--- config.mk ---
export PLATFORM = sky130hd
export DESIGN_NAME = accu_8bit_flat
export DESIGN_NICKNAME = d
export VERILOG_FILES = /design/src/rtl/accu_8bit_if.sv /design/src/rtl/accu_8bit.sv /design/src/flat_wrapper.sv
export SDC_FILE = /design/constraint.sdc
export NUM_CORES = 1
export LEC_CHECK = 0
export BUFFER_PORTS_ARGS = -buffer_cell sky130_fd_sc_hd__buf_2
export CELL_PAD_IN_SITES_DETAIL_PLACEMENT = 0
export CELL_PAD_IN_SITES_GLOBAL_PLACEMENT = 1
export CORE_MARGIN = 2
export CORE_UTILIZATION = 44
export CTS_CLUSTER_DIAMETER = 40
export DETAILED_ROUTE_END_ITERATION = 12
export PLACE_DENSITY_LB_ADDON = 0.12
export SYNTH_ARGS = -nofsm -noshare
export SYNTH_HDL_FRONTEND = slang
export SYNTH_SLANG_ARGS = --single-unit
--- constraint.sdc ---
create_clock -name clk -period 3.6 [get_ports clk]
set_input_delay 0.9 -clock clk [delete_from_list [all_inputs] [get_ports clk]]
set_output_delay 0.9 -clock clk [all_outputs]
set_load 0.02 [all_outputs]
--- src/rtl/accu_8bit_if.sv ---
// Handshake bundle for the group accumulator: upstream operand beats in,
// group sums out, with valid/ready flow control on both sides.
interface accu_8bit_if #(
    parameter int WIDTH = 8,
    parameter int OUT_W = 10
);
    logic [WIDTH-1:0] data_in;
    logic             valid_in;
    logic             ready_out;
    logic [OUT_W-1:0] data_out;
    logic             valid_out;
    logic             ready_in;

    modport slave (
        input  data_in, valid_in, ready_in,
        output ready_out, data_out, valid_out
    );

    modport master (
        output data_in, valid_in, ready_in,
        input  ready_out, data_out, valid_out
    );
endinterface

--- src/rtl/accu_8bit.sv ---
// Sums GROUP unsigned operand beats into one OUT_W-bit result and presents it
// with valid/ready; a beat arriving while the result drains starts the next group.
module accu_8bit #(
    parameter int WIDTH = 8,
    parameter int GROUP = 4
) (
    input  logic       clk,
    input  logic       rst,
    accu_8bit_if.slave bus
);
    localparam int OUT_W = WIDTH + $clog2(GROUP);
    localparam int CNT_W = $clog2(GROUP);
    localparam logic [CNT_W-1:0] LAST_CNT = CNT_W'(GROUP - 1);

    typedef enum logic [1:0] {
        S_IDLE  = 2'd0,
        S_ACCUM = 2'd1,
        S_HOLD  = 2'd2
    } state_t;

    state_t           r_state;
    state_t           w_state_nxt;
    logic [OUT_W-1:0] r_acc;
    logic [CNT_W-1:0] r_cnt;
    logic [OUT_W-1:0] r_data_out;

    logic             w_valid_out;
    logic             w_ready_out;
    logic             w_accept;
    logic             w_last;
    logic [OUT_W-1:0] w_din_ext;
    logic [OUT_W-1:0] w_sum;

    always_ff @(posedge clk) begin
        if (rst) begin
            r_state <= S_IDLE;
        end else begin
            r_state <= w_state_nxt;
        end
    end

    always_comb begin
        w_state_nxt = r_state;
        case (r_state)
            S_IDLE:  if (w_accept) w_state_nxt = S_ACCUM;
            S_ACCUM: if (w_accept && w_last) w_state_nxt = S_HOLD;
            // Draining result: a beat accepted in the same cycle opens the next group
            S_HOLD:  if (bus.ready_in) w_state_nxt = w_accept ? S_ACCUM : S_IDLE;
            default: w_state_nxt = S_IDLE;
        endcase
    end

    always_comb begin
        w_valid_out = (r_state == S_HOLD);
        w_ready_out = !(w_valid_out && !bus.ready_in);
        w_accept    = bus.valid_in && w_ready_out;
        w_last      = (r_state == S_ACCUM) && (r_cnt == LAST_CNT);
        w_din_ext   = {{(OUT_W - WIDTH){1'b0}}, bus.data_in};
        w_sum       = r_acc + w_din_ext;
    end

    always_ff @(posedge clk) begin
        if (rst) begin
            r_acc      <= '0;
            r_cnt      <= '0;
            r_data_out <= '0;
        end else if (w_accept) begin
            if (w_last) begin
                r_data_out <= w_sum;
                r_acc      <= '0;
                r_cnt      <= '0;
            end else if (r_state == S_ACCUM) begin
                r_acc <= w_sum;
                r_cnt <= r_cnt + CNT_W'(1);
            end else begin
                r_acc <= w_din_ext;
                r_cnt <= CNT_W'(1);
            end
        end
    end

    assign bus.ready_out = w_ready_out;
    assign bus.valid_out = w_valid_out;
    assign bus.data_out  = r_data_out;
endmodule

--- src/flat_wrapper.sv ---
// flat-port wrapper written by rule: the top's interface ports become plain ports
module accu_8bit_flat 
#(
    parameter int WIDTH = 8,
    parameter int GROUP = 4
)
  (clk, rst, bus_data_in, bus_valid_in, bus_ready_in, bus_ready_out, bus_data_out, bus_valid_out);
  accu_8bit_if #(.WIDTH(WIDTH), .OUT_W((10))) bus_i ();
  input  logic clk;
  input  logic rst;
  input wire logic [$bits(bus_i.data_in)-1:0] bus_data_in;
  input wire logic [$bits(bus_i.valid_in)-1:0] bus_valid_in;
  input wire logic [$bits(bus_i.ready_in)-1:0] bus_ready_in;
  output wire logic [$bits(bus_i.ready_out)-1:0] bus_ready_out;
  output wire logic [$bits(bus_i.data_out)-1:0] bus_data_out;
  output wire logic [$bits(bus_i.valid_out)-1:0] bus_valid_out;
  assign bus_i.data_in = bus_data_in;
  assign bus_i.valid_in = bus_valid_in;
  assign bus_i.ready_in = bus_ready_in;
  assign bus_ready_out = bus_i.ready_out;
  assign bus_data_out = bus_i.data_out;
  assign bus_valid_out = bus_i.valid_out;
  accu_8bit #(.WIDTH(WIDTH), .GROUP(GROUP)) u_core (.clk(clk), .rst(rst), .bus(bus_i));
endmodule
=== Word-level counts from Yosys, hierarchy flattened ===
Index checks and enable logic that the tools add are counted.
W data, S select, Z words.

* Add/subtract/negate cells: 2
* Eq/ne operators: 6
* Mux-type cells: 9
* Reductions and logical operators: 9

{| class="wikitable"
|+ Operators by type and width
! operator !! count
|-
| $mux W10 || 2
|-
| $add A10 B8 Y10 || 1
|-
| $mux W2 || 5
|-
| $pmux W2 S3 || 1
|-
| $eq A2 B2 Y1 const B || 2
|-
| $logic_and A1 B1 Y1 || 4
|-
| $ne A2 B1 Y1 const B || 2
|-
| $reduce_and A3 Y1 || 1
|-
| $add A2 B1 Y2 const B || 1
|-
| $eq A2 B1 Y1 const B || 1
|-
| $logic_not A1 Y1 || 2
|-
| $logic_not A2 Y1 || 1
|-
| $ne A2 B2 Y1 const B || 1
|-
| $reduce_and A2 Y1 || 1
|-
| $mux W1 || 1
|}

* Bits in registers: 24
* Input bits: 12
* Output and inout port bits: 12
* Logic and storage cells: 30

=== Logic depth before layout (Yosys ltp) ===
* Depth in word-level cells: 7
* Gate-level depth with buffers: 8
* Mapped depth without buffers: 8

=== Worst setup path before layout ===
Ideal clock, no wire load.

* Kind: input port to flip-flop
* Start: input bus_data_in[0]
* End: register u_core.r_acc[8]
* Setup time: 0.070 ns
* Arrival time: 2.356 ns
* Required time: 3.530 ns
* Slack: 1.173 ns
* Stages: 8
* Buffers on the path: 0
* Cell sequence: ha_1 inv_1 fa_1 nand2b_1 a211oi_1 o211a_1 o21ai_0 a21oi_1

* Cells in the longest elaborated chain, start to end: 3

{| class="wikitable"
|+ RTL lines
! what !! RTL line !! RTL
|-
| start: declaration || flat_wrapper.sv:11 || <nowiki>input wire logic [$bits(bus_i.data_in)-1:0] bus_data_in;</nowiki>
|-
| $add A10 B8 Y10 || accu_8bit.sv:59 || <nowiki>w_sum = r_acc + w_din_ext;</nowiki>
|-
| $mux W10 || accu_8bit.sv:72 || <nowiki>end else if (r_state == S_ACCUM) begin</nowiki>
|-
| $mux W10 || accu_8bit.sv:68 || <nowiki>if (w_last) begin</nowiki>
|-
| end signal: assignment || accu_8bit.sv:73 || <nowiki>r_acc <= w_sum;</nowiki>
|-
| end signal: assignment || accu_8bit.sv:76 || <nowiki>r_acc <= w_din_ext;</nowiki>
|-
| end: declaration || accu_8bit.sv:23 || <nowiki>logic [OUT_W-1:0] r_acc;</nowiki>
|}

No other way between the ends.
A chain may end at the register's enable or synchronous reset.

=== Worst setup path in the final report ===
* Start: input bus_ready_in
* End: output bus_ready_out

* Cells in the longest elaborated chain, start to end: 3

{| class="wikitable"
|+ RTL lines
! what !! RTL line !! RTL
|-
| start: declaration || flat_wrapper.sv:13 || <nowiki>input wire logic [$bits(bus_i.ready_in)-1:0] bus_ready_in;</nowiki>
|-
| $logic_not A1 Y1 || accu_8bit.sv:55 || <nowiki>w_ready_out = !(w_valid_out && !bus.ready_in);</nowiki>
|-
| $logic_and A1 B1 Y1 || accu_8bit.sv:55 ||
|-
| $logic_not A1 Y1 || accu_8bit.sv:55 ||
|-
| end: declaration || flat_wrapper.sv:14 || <nowiki>output wire logic [$bits(bus_i.ready_out)-1:0] bus_ready_out;</nowiki>
|}

No other way between the ends.

==> metrics.cfg <==
[routing]
drt-initial-drc-count=45
drc_errors=0
drt_wl_total_microns=3240
post_drt_wl_per_cell_microns=14.3
dr_total_vias=1289
ant_nets=0
drtPass1Iterations=5
vias_per_cell=5.68

[sta]
drv_slew=0
finalCritPeriodShare_pct=68.2
tightest_slew_ps=646
fin_skew_ps=6.72
fin_setup_tns_ps=0
max_freq_mhz=407
final.min_clock_period_ps=2460
max-slew-margin-rel_pct=56.8
setup_viol=0
rsz0062_at_grt=no
final_hold_viol_count=0

[synth]
syn_area_sq_um=1380
synth_cell_types=47
ys.warnings.count=0
ys.flop_type=dfxtp_1
ys_ff_latch=24
avgSynthCellArea_sq_um=8.46
synthesis.nets=185
ys_seq_area_share_pct=34.8
syn-instance-count=163
async_reset_ff_share_pct=0
synth_edf_count=0

[critical_path]
worstSetupPathType=in2out
cp_slowest_cell=or3b_4
slowest_delay_ps=380
worstPathRequired_ps=2700
cp.arrival_ps=1560
crit_family=simple AND/OR/NAND/NOR gates
critical_path_depth=3
crit_path_frequent_cell=buf_2
crit_chain=buf_2 -> or3b_4 -> buf_2
worstRegToRegCells=8
startpoint_type=input port
cp-end-kind=output port
crit_fanout=4
cp_num_buf_inv=2

[global_routing]
first_global_vias=1200
grt_max_degree=26
grt_pass1_wl_microns=5490
grt_overflow=0
grtUsageTotal_pct=20.3
antenna_found_initial=0

[min_path]
min_path_cells=2
hp-class=reg2reg

[place]
place_inst=223
numPortBuffers=23
gp_congestion=0.760
dp.final_hpwl_microns=2280

[clock_network]
cts-root-buf=clkbuf_4
holdBufCountCts=0
cts_max_level=1
clock_path_buffers=2
post-cts-setup-buffers=0
cts_buffers=3
clock_sinks=24
cts_resized=0
cts.clk_slew.worst_paths_ps=150
cts_tree=built
clock_latency_ps=320

[run_status]
status=complete, no violations

[power_and_ir_drop]
p_leak_nw=0.655
p_per_area_nw_per_um2=384
vdd_drop_max_v=0.000183
fin_total_pwr_w=0.000601

[final_layout]
instances_no_fill=227
regArea_sq_um=480
drive_gt1_share_pct=17.5
multi_input_area_sq_um=840
final_common_cell=dfxtp_1
nFillCells=278
syn_to_final_growth_pct=13.5
insertedDiodeCount=0
layout_common_cells=dfxtp_1, buf_2, a21oi_1
layout.nets=206

[job]
cap_violations=0

[floorplanning]
fp.dieW_microns=60.0
core_sq_um=3030
die-area_sq_um=3600
rows=20
ios=24
die_h_microns=60.0
initial_core_util_pct=45.5

-- routing by layer --
| metal | vias up | global-route usage (%) | part of all wire [%] |
|---|---|---|---|
| met3 | 9 | 3.25 | 3.4 |
| li1 | 652 | - | - |
| met1 | 598 | 27.0 | 47 |
| met4 | 0 | 7.94 | 2.3 |
| met5 | - | 0 | 0 |
| met2 | 30 | 32.8 | 47 |
-- layout make-up --
class                           instances  area share (%)
Tap cell                               44            3.52
Timing Repair Buffer                   23            7.35
Inverter                                6            1.44
Clock inverter                          1            1.92
Clock buffer                            3            1.44
Sequential cell                        24            30.7
Multi-Input combinational cell        126            53.6
-- registers in the layout, indices dropped and copies added, names as in the netlist --
signal	flops
u_core.bus.data_out	10
u_core.r_acc	10
u_core.r_state	2
u_core.r_cnt	2
-- synth_stat cells (4+ instances only) --
cell type / number / area (sq um)
inv_1: 5 / 18.8
nor3_1: 5 / 25.0
nor2_1: 9 / 33.8
clkbuf_1: 4 / 15.0
nand2_1: 15 / 56.3
nand3_1: 8 / 40.0
a21oi_1: 16 / 80.1
dfxtp_1: 24 / 480
o21ai_0: 10 / 50.1
ha_1: 9 / 113
a211oi_1: 7 / 52.6
-- where the power goes --
group          total [W]  switching (W)  internal [W]
registers       0.000283     0.00000660      0.000276
logic           0.000117      0.0000693     0.0000476
clock network   0.000201      0.0000888      0.000113
total           0.000601       0.000165      0.000436
-- tightest hold or removal path: cells and delay by family, from the launching register on --
family	cells	cell delay, ps
AOI/OAI and AO/OA	1	50
DFF	1	340
and+or+nand+nor	1	50
-- stage by stage --
step	setup slack (ps)	util, %	hold slack, ps	area (sq um)
after CTS	1140	51.7	469	1570
after detailed placement	849	50.0	448	1510
after global routing	1090	51.7	486	1570
final	1140	51.7	466	1570
after floorplan	1170	-	436	1380
after global placement	876	50.0	441	1510
-- worst paths after layout --
check / start / endpoint / slack (ps)
worst max-delay path: bus_ready_in / bus_ready_out / 1140
worst min-delay path: u_core.bus.data_out[8] / u_core.bus.data_out[8] / 470
worst max register to register: u_core.r_acc[0] / u_core.r_acc[8] / 1520
worst min register to register: u_core.bus.data_out[8] / u_core.bus.data_out[8] / 470
-- cells by family (layout without fill, tap and decap cells) --
group / Yosys count / in the layout / share of synthesized area, %
flops: 24 / 24 / 34.8
fa+ha+maj: 10 / 10 / 9.62
xor+xnor: 4 / 4 / 2.54
buf+inv: 13 / 33 / 4.26
compound gates: 54 / 54 / 25.7
simple gates: 58 / 58 / 23.0
Note: power is estimated with default switching activity, not from simulation.
